$ cat src/rtl/btn_in_rep.sv
// btn_in_rep: push-button front end for the clock-setting panel.
// Each active-low asynchronous button is resynchronised, debounced on a
// divided-down sample tick and turned into a debounced level, a press pulse
// with optional hold-to-auto-repeat, and a release pulse.
module btn_in_rep #(
    parameter int            N        = 3,
    parameter int            DIV      = 1200000,
    parameter int            HOLD     = 20,
    parameter int            RATE     = 4,
    parameter logic [N-1:0]  REP_MASK = {N{1'b1}}
) (
    input  logic         CLK,
    input  logic         RST,
    input  logic [N-1:0] nBIN,
    output logic [N-1:0] BOUT,
    output logic [N-1:0] BREL,
    output logic [N-1:0] BLVL
);

    // Counter widths; a one-cycle prescaler still needs a one-bit register.
    localparam int CW = (DIV > 1) ? $clog2(DIV) : 1;
    localparam int HW = $clog2(HOLD + 1);

    localparam logic [CW-1:0] CNT_LAST  = CW'(DIV - 1);
    localparam logic [HW-1:0] HC_LAST   = HW'(HOLD - 1);
    localparam logic [HW-1:0] HC_RELOAD = HW'(HOLD - RATE);
    localparam logic [CW-1:0] CNT_ONE   = CW'(1);
    localparam logic [HW-1:0] HC_ONE    = HW'(1);

    logic [N-1:0]  r_s1;
    logic [N-1:0]  r_s2;
    logic [N-1:0]  r_smp;
    logic [N-1:0]  r_lvl;
    logic [N-1:0]  r_bout;
    logic [N-1:0]  r_brel;
    logic [CW-1:0] r_cnt;
    logic [HW-1:0] r_hc     [N];

    logic          w_tick;
    logic [N-1:0]  w_cur;
    logic [N-1:0]  w_prev;
    logic [N-1:0]  w_qual;
    logic [N-1:0]  w_press;
    logic [N-1:0]  w_release;
    logic [N-1:0]  w_rep;
    logic [HW-1:0] w_hcNext [N];

    // A change qualifies only when the current and previous tick samples agree
    // and differ from the debounced level; its direction picks press or release.
    assign w_tick    = (r_cnt == CNT_LAST);
    assign w_cur     = ~r_s2;
    assign w_prev    = ~r_smp;
    assign w_qual    = ~(w_cur ^ w_prev) & (w_cur ^ r_lvl);
    assign w_press   = w_qual & w_cur;
    assign w_release = w_qual & ~w_cur;

    assign BOUT = r_bout;
    assign BREL = r_brel;
    assign BLVL = r_lvl;

    // Two-flop synchroniser per channel; idles at released (all ones).
    always_ff @(posedge CLK) begin
        if (RST) begin
            r_s1 <= '1;
            r_s2 <= '1;
        end else begin
            r_s1 <= nBIN;
            r_s2 <= r_s1;
        end
    end

    // Prescaler producing one sample tick every DIV cycles.
    always_ff @(posedge CLK) begin
        if (RST) begin
            r_cnt <= '0;
        end else if (w_tick) begin
            r_cnt <= '0;
        end else begin
            r_cnt <= r_cnt + CNT_ONE;
        end
    end

    // Sample register and debounced level, both advanced only on a tick.
    always_ff @(posedge CLK) begin
        if (RST) begin
            r_smp <= '1;
            r_lvl <= '0;
        end else if (w_tick) begin
            r_smp <= r_s2;
            r_lvl <= (r_lvl & ~w_qual) | (w_cur & w_qual);
        end
    end

    // Hold/repeat counter next state: restart on press, count while held on
    // repeat-enabled channels, reload after each repeat to space them by RATE.
    always_comb begin
        for (int i = 0; i < N; i++) begin
            w_hcNext[i] = '0;
            w_rep[i]    = 1'b0;
            if (w_press[i]) begin
                w_hcNext[i] = '0;
            end else if (r_lvl[i] && !w_release[i] && REP_MASK[i]) begin
                if (r_hc[i] == HC_LAST) begin
                    w_rep[i]    = 1'b1;
                    w_hcNext[i] = HC_RELOAD;
                end else begin
                    w_hcNext[i] = r_hc[i] + HC_ONE;
                end
            end
        end
    end

    // Repeat counters update on ticks only.
    always_ff @(posedge CLK) begin
        if (RST) begin
            for (int i = 0; i < N; i++) begin
                r_hc[i] <= '0;
            end
        end else if (w_tick) begin
            for (int i = 0; i < N; i++) begin
                r_hc[i] <= w_hcNext[i];
            end
        end
    end

    // Registered one-cycle event pulses; zero in every non-tick cycle.
    always_ff @(posedge CLK) begin
        if (RST) begin
            r_bout <= '0;
            r_brel <= '0;
        end else begin
            r_bout <= (w_press | w_rep) & {N{w_tick}};
            r_brel <= w_release & {N{w_tick}};
        end
    end

endmodule

$ cat config.mk
export PLATFORM = sky130hd
export DESIGN_NAME = btn_in_rep
export DESIGN_NICKNAME = d
export VERILOG_FILES = /design/src/rtl/btn_in_rep.sv
export SDC_FILE = /design/constraint.sdc
export NUM_CORES = 1
export LEC_CHECK = 0
export CAP_MARGIN = 15
export CORE_MARGIN = 2
export CORE_UTILIZATION = 48
export CTS_CLUSTER_SIZE = 28
export DETAILED_ROUTE_END_ITERATION = 10
export PLACE_DENSITY = 0.69
export SYNTH_ARGS = -nofsm -noshare
export SYNTH_HDL_FRONTEND = slang
export SYNTH_SLANG_ARGS = --single-unit
$ cat constraint.sdc
create_clock -name CLK -period 2.45 [get_ports CLK]
set_input_delay 0.245 -clock CLK [delete_from_list [all_inputs] [get_ports CLK]]
set_output_delay 0.245 -clock CLK [all_outputs]
set_load 0.03 [all_outputs]
==> impl_metrics.csv, run 1 <==
group,metric,value,unit
outcome,status,"complete, no violations",
detailed_routing,route.final.wire_length,4019,um
critical_path,path_max_fanout,13,
place,hpwl,2878,um
floorplanning,die_x,74.97,um
timing,finalCritPeriodShare,95.35,%
global_routing,grt_pass1_wl,6844,um
place,port_buffers,13,
detailed_routing,ant_nets,0,
global_routing,antenna_found_initial,0,
critical_path,max_stage_delay,0.61,ns
layout,antenna_cells,0,
clock_network,clockBufferDepth,2,
critical_path,critical_path_buf_inv_count,0,
clock_network,path_clk_slew,0.10,ns
clock_network,root_buffer,"clkbuf_8",
floorplanning,die_area,0.005620,mm^2
clock_network,post_cts.repair.setup_buffers,0,
detailed_routing,wire_per_inst,12.40,um
floorplanning,die_y,74.97,um
yosys,synth_cells,238,
power,p_leak,0.8682,nW
yosys,yosysUniqueCellTypes,38,
timing,min_period,2.336,ns
global_routing,grt_max_degree,22,
timing,fmax,0.4281,GHz
layout,fin_area,0.002730,mm^2
layout,drive_gt1_share,15.18,%
clock_network,htreeDepth,2,
yosys,synth-seq-cells,54,
detailed_routing,drtIter0Drc,116,
power,power.internal,0.001160,W
yosys,syn_area,0.002417,mm^2
worst_hold_path,holdPathStages,1,
floorplanning,start_util,50.51,%
critical_path,cp_top_family,"simple AND/OR/NAND/NOR gates",
critical_path,critPathKind,"flop to flop",
critical_path,r2r_cells,5,
layout,syn_to_final_growth,12.94,%
global_routing,grt_usage,15.87,%
yosys,syn_nets,247,
timing,setup-violations-final,0,
floorplanning,coreArea,0.004786,mm^2
timing,rsz0062_at_grt,"false",
layout,final.fill_count,452,
critical_path,crit_slowest_cell,"or4_4",
critical_path,rrSetupSlack,0.11,ns
critical_path,start_kind,"flop",
detailed_routing,drt-pass1-iter-count,4,
place,placed_cell_area,0.002638,mm^2
layout,nets,265,
clock_network,clk-insertion-delay-late,0.31,ns
critical_path,r2r_end,"r_hc[0][1]$_SDFFCE_PP0P_",
power,p_comb_share,3.4,%
power,clockPowerShare,32.7,%
critical_path,crit_arrival,2.46,ns
global_routing,grt_pass1_vias,1546,
power,p_sw_share,21.55,%
critical_path,r2r_start,"r_cnt[0]$_SDFF_PP0_",
timing,finClkSkew,0.01327,ns
place,pre_cts_ws,0.1009,ns
job,cap_viol_max_count,0,
clock_network,cts_resized,0,
clock_network,cts_made_buffers,5,
floorplanning,rows,25,
timing,slew_headroom,50.12,%
yosys,seq_area_frac_synth,50.93,%
power,p_per_area,541.8,mW/mm^2
detailed_routing,drc,0,
clock_network,cts.sinks,54,
worst_hold_path,min_to,"r_s2[0]$_SDFF_PP1_",
critical_path,end_kind,"flop",
yosys,yosys_warnings,0,
detailed_routing,viasPerCell,5.287,
critical_path,critPathRequiredTime,2.57,ns
timing,hold_viol_final,0,
power,p_seq_share,63.9,%
global_routing,globalRouteOverflowTotal,0,
timing,setup_ws,0.1138,ns
floorplanning,ioPinCount,14,
power,power_switching,0.0003188,W
clock_network,hold_buffers,0,
clock_network,cts_tree,"yes",
power,peakVddDrop,343.9,uV
place,gp_congestion,0.7937,
timing,slew_violations,0,
critical_path,crit_chain,"ha_1 -> nand3_1 -> or4_4 -> or3_4 -> nor4b_1",
worst_hold_path,hold_path_startpoint,"r_s1[0]$_SDFF_PP1_",
yosys,avgSynthCellArea,10.16,um^2
timing,setup_tns,0,ns
detailed_routing,routed-via-count,1713,
timing,worstMarginPinSlew,0.7425,ns
worst_hold_path,hp-class,"flop to flop",
## cell families after synthesis
logic type / share of synthesized area, %
AOI/OAI and AO/OA: 7.764
xor gates and xnor gates: 7.246
adders and majority gates: 2.070
buffers and inverters: 3.520
DFF: 50.93
and+or+nand+nor: 28.47
## power by group through the flow
stage | Clock, W | Combinational [W] | Sequential (W)
2_1_floorplan | 0 | 0.0000323 | 0.000962
3_3_place_gp | 0 | 0.0000517 | 0.000965
3_5_place_dp | 0 | 0.0000513 | 0.000966
4_1_cts | 0.000507 | 0.0000515 | 0.000946
5_1_grt | 0.000538 | 0.0000566 | 0.000948
6_report | 0.000483 | 0.0000509 | 0.000945
## Yosys cell counts
cell type / instances / area share [%]
a21oi_1: 8 / 1.7
a31o_2: 2 / 0.72
a31oi_1: 6 / 1.6
and2_1: 2 / 0.52
and3_1: 3 / 0.78
and4_1: 2 / 0.72
buf_2: 2 / 0.41
buf_6: 3 / 1.4
clkbuf_1: 4 / 0.62
dfxtp_1: 39 / 32
edfxtp_1: 15 / 19
ha_1: 4 / 2.1
inv_1: 7 / 1.1
nand2_1: 14 / 2.2
nand3_1: 18 / 3.7
nand3_2: 1 / 0.41
nand4_1: 6 / 1.6
nand4b_1: 1 / 0.36
nor2_1: 25 / 3.9
nor3_1: 8 / 1.7
nor3_2: 7 / 2.9
nor3b_2: 2 / 1.0
nor4_1: 3 / 0.78
nor4_4: 1 / 0.88
nor4b_1: 2 / 0.72
nor4bb_1: 2 / 0.83
o21ai_0: 7 / 1.4
o21ai_2: 1 / 0.36
o22a_1: 2 / 0.72
o311ai_0: 1 / 0.36
o31ai_1: 3 / 0.93
or2_2: 6 / 1.6
or3_1: 1 / 0.26
or3_4: 1 / 0.47
or4_1: 6 / 1.9
or4_4: 3 / 1.4
xnor2_1: 10 / 3.6
xor2_1: 10 / 3.6
## layout by cell type (no fill, tap or decap), types with 6 or more instances in the layout
| cell | count |
|---|---|
| a21oi_1 | 8 |
| a31oi_1 | 6 |
| buf_4 | 6 |
| clkdlybuf4s50_1 | 13 |
| dfxtp_1 | 39 |
| edfxtp_1 | 15 |
| inv_1 | 7 |
| nand2_1 | 14 |
| nand3_1 | 18 |
| nand4_1 | 6 |
| nor2_1 | 25 |
| nor3_1 | 8 |
| nor3_2 | 7 |
| o21ai_0 | 7 |
| or2_2 | 6 |
| or4_1 | 6 |
| xnor2_1 | 10 |
| xor2_1 | 10 |
## layer usage
metal / track usage, % / wire (um) / vias to the layer above
met2: 25.24 / 1813 / 21
li1: - / - / 902
met1: 21.15 / 2031 / 784
met3: 4.016 / 119 / 6
met5: 0 / 0 / -
met4: 5.357 / 55 / 0
## state kept, by name, summed over array words and instances, names as in the netlist, named ones only
name   cells
BREL       3
r_s2       3
r_s1       3
BOUT       3
r_cnt     21
r_hc      15
r_smp      3
## area by class of cell
type	instances	area [um^2]	area share, %
clock buffers	6	72.57	2.658
flip-flops and latches	54	1231	45.10
clock inverters	2	13.76	0.5041
inverters	7	26.28	0.9624
multi-input cells	168	1107	40.56
well taps	67	83.83	3.071
repair buffers	20	195.2	7.149
## worst reg2reg max path, delay by kind of cell, from the launching register on
kind | cells | cell delay [ns]
flops | 1 | 0.39
fa+ha+maj | 1 | 0.22
simple gates | 4 | 1.56
## stage by stage
step	hold WS [ns]	std cells	utilization (%)	total power [W]
global route	0.4385	324	57.05	0.001543
global placement	0.3911	316	55.11	0.001017
finish	0.4158	324	57.05	0.001479
CTS	0.4179	324	56.92	0.001504
detailed placement	0.3944	316	55.11	0.001018
floorplan	0.3488	238	-	0.0009948
## worst max path at each step
| stage | from | to | slack, ns | cells after the start |
|---|---|---|---|---|
| floorplan | r_cnt[0]$_SDFF_PP0_ | r_hc[0][0]$_SDFFCE_PP0P_ | 0.06 | 7 |
| global placement | r_cnt[0]$_SDFF_PP0_ | r_hc[0][1]$_SDFFCE_PP0P_ | 0.20 | 5 |
| detailed placement | r_cnt[0]$_SDFF_PP0_ | r_hc[0][1]$_SDFFCE_PP0P_ | 0.10 | 5 |
| CTS | r_cnt[0]$_SDFF_PP0_ | r_hc[0][1]$_SDFFCE_PP0P_ | 0.09 | 5 |
| global route | r_cnt[0]$_SDFF_PP0_ | r_hc[0][1]$_SDFFCE_PP0P_ | 0.004 | 5 |
| finish | r_cnt[0]$_SDFF_PP0_ | r_hc[0][1]$_SDFFCE_PP0P_ | 0.11 | 5 |
Power figures use the tool's default switching activity.
==> inputs of run 2 (changes only) <==
- CORE_MARGIN: 2 -> 3
==> impl_metrics.csv, run 2 (synthesis results as in run 1) <==
group,metric,value,unit
clock_network,hold_buffers,0,
clock_network,clk-insertion-delay-late,0.30,ns
floorplanning,start_util,50.51,%
layout,largest_reg_flops,21,
global_routing,grt_pass1_wl,7031,um
worst_hold_path,hp-class,"flop to flop",
detailed_routing,drtIter0Drc,77,
clock_network,cts.sinks,54,
power,p_per_area,540.5,mW/mm^2
critical_path,start_kind,"flop",
job,cap_viol_max_count,0,
timing,slew_violations,0,
clock_network,cts_tree,"yes",
timing,min_period,2.275,ns
floorplanning,die_x,76.97,um
place,placed_cell_area,0.002615,mm^2
layout,nets,264,
layout,layout_commonest_cell,"dfxtp_1",
detailed_routing,drt-pass1-iter-count,4,
clock_network,path_clk_slew,0.09,ns
timing,hold_viol_final,0,
layout,drive_gt1_share,14.84,%
power,peakVddDrop,251.9,uV
timing,setup-violations-final,0,
detailed_routing,ant_nets,0,
global_routing,grt_usage,14.56,%
layout,top_regs,"r_cnt x21, r_hc x15",
timing,finalCritPeriodShare,92.86,%
clock_network,root_buffer,"clkbuf_8",
critical_path,crit_arrival,2.50,ns
power,power_switching,0.0003151,W
floorplanning,rows,25,
layout,syn_to_final_growth,12.63,%
clock_network,cts_made_buffers,5,
timing,setup_tns,0,ns
detailed_routing,wire_per_inst,12.71,um
global_routing,antenna_found_initial,0,
critical_path,path_max_fanout,10,
timing,slew_headroom,49.98,%
timing,rsz0062_at_grt,"false",
floorplanning,ioPinCount,14,
power,p_comb_share,3.3,%
detailed_routing,route.final.wire_length,4105,um
power,p_leak,0.8631,nW
floorplanning,die_area,0.005924,mm^2
floorplanning,die_y,76.97,um
power,power,0.001472,W
power,clockPowerShare,32.5,%
clock_network,clockBufferDepth,2,
critical_path,critPathKind,"flop to flop",
power,p_sw_share,21.41,%
timing,worstMarginPinSlew,0.7446,ns
critical_path,end_kind,"flop",
clock_network,htreeDepth,2,
global_routing,grt_max_degree,39,
layout,antenna_cells,0,
layout,final.fill_count,428,
detailed_routing,routed-via-count,1708,
detailed_routing,viasPerCell,5.288,
layout,post-route-util,56.89,%
place,port_buffers,13,
critical_path,critPathRequiredTime,2.67,ns
layout,mostFrequentLayoutCells,"39 x dfxtp_1, 25 x nor2_1, 18 x nand3_1, 15 x edfxtp_1, 14 x nand2_1",
place,gp_congestion,0.7595,
power,p_seq_share,64.2,%
floorplanning,coreArea,0.004786,mm^2
place,hpwl,2850,um
global_routing,globalRouteOverflowTotal,0,
global_routing,grt_pass1_vias,1523,
layout,fin_area,0.002723,mm^2
outcome,status,"complete, no violations",
detailed_routing,drc,0,
layout,top_register,"r_cnt",
timing,fmax,0.4395,GHz
power,power.internal,0.001157,W
timing,finClkSkew,0.009424,ns
==> run 2: layer usage <==
metal  GRT usage (%)  routed length [um]
met1           20.73                2081
met2           21.25                1822
met3           2.934                 134
met4           6.522                  65
met5               0                   0
==> run 2: final cells by class <==
cell class	instances	area, um^2	share of cell area [%]
Sequential cell	54	1231	45.22
Clock inverter	2	13.76	0.5055
Clock buffer	6	72.57	2.665
Tap cell	67	83.83	3.079
Timing Repair Buffer	19	187.7	6.893
Inverter	7	26.28	0.9651
Multi-Input combinational cell	168	1107	40.67
==> run 2: per-stage QoR <==
stage / worst slack (ns) / std cells / hold WS [ns]
floorplan: 0.06311 / 238 / 0.3488
global placement: 0.1729 / 313 / 0.3913
detailed placement: 0.09197 / 313 / 0.3941
CTS: 0.07290 / 321 / 0.4170
global route: 0.01737 / 323 / 0.4390
finish: 0.1749 / 323 / 0.4160
==> run 2: critical path, cell delays in order, from the launching register on <==
cell	delay, ns
dfxtp_1	0.39
ha_1	0.22
nand3_1	0.13
or4_4	0.62
buf_4	0.19
or4_1	0.46
a31oi_1	0.19
==> run 2: worst paths after layout <==
kind | startpoint | cells after the start | slack [ns] | to
max | r_cnt[0]$_SDFF_PP0_ | 6 | 0.17 | flop
min | r_s1[2]$_SDFF_PP1_ | 1 | 0.42 | r_s2[2]$_SDFF_PP1_
max reg2reg | r_cnt[0]$_SDFF_PP0_ | 6 | 0.17 | flop
min reg2reg | r_s1[2]$_SDFF_PP1_ | 1 | 0.42 | r_s2[2]$_SDFF_PP1_
==> run 2: timing repair <==
action | 4_1_cts | 5_1_grt
endpoints found under the setup margin | 0 | 1
buffers inserted | 0 | 2
gates resized for setup | 0 | 1
hold endpoints to repair | 0 | 0
==> run 2: power by group through the flow <==
stage	Sequential [W]	Combinational (W)	Clock, W
2_1_floorplan	0.000962	0.0000323	0
3_3_place_gp	0.000965	0.0000482	0
3_5_place_dp	0.000966	0.0000485	0
4_1_cts	0.000945	0.0000488	0.000495
5_1_grt	0.000949	0.0000539	0.000526
6_report	0.000945	0.0000484	0.000478
==> inputs of run 3 (changes only) <==
- CAP_MARGIN: 15 -> unset
==> results of run 3 <==
Final layout, timing and power as in run 2 (identical DEF).
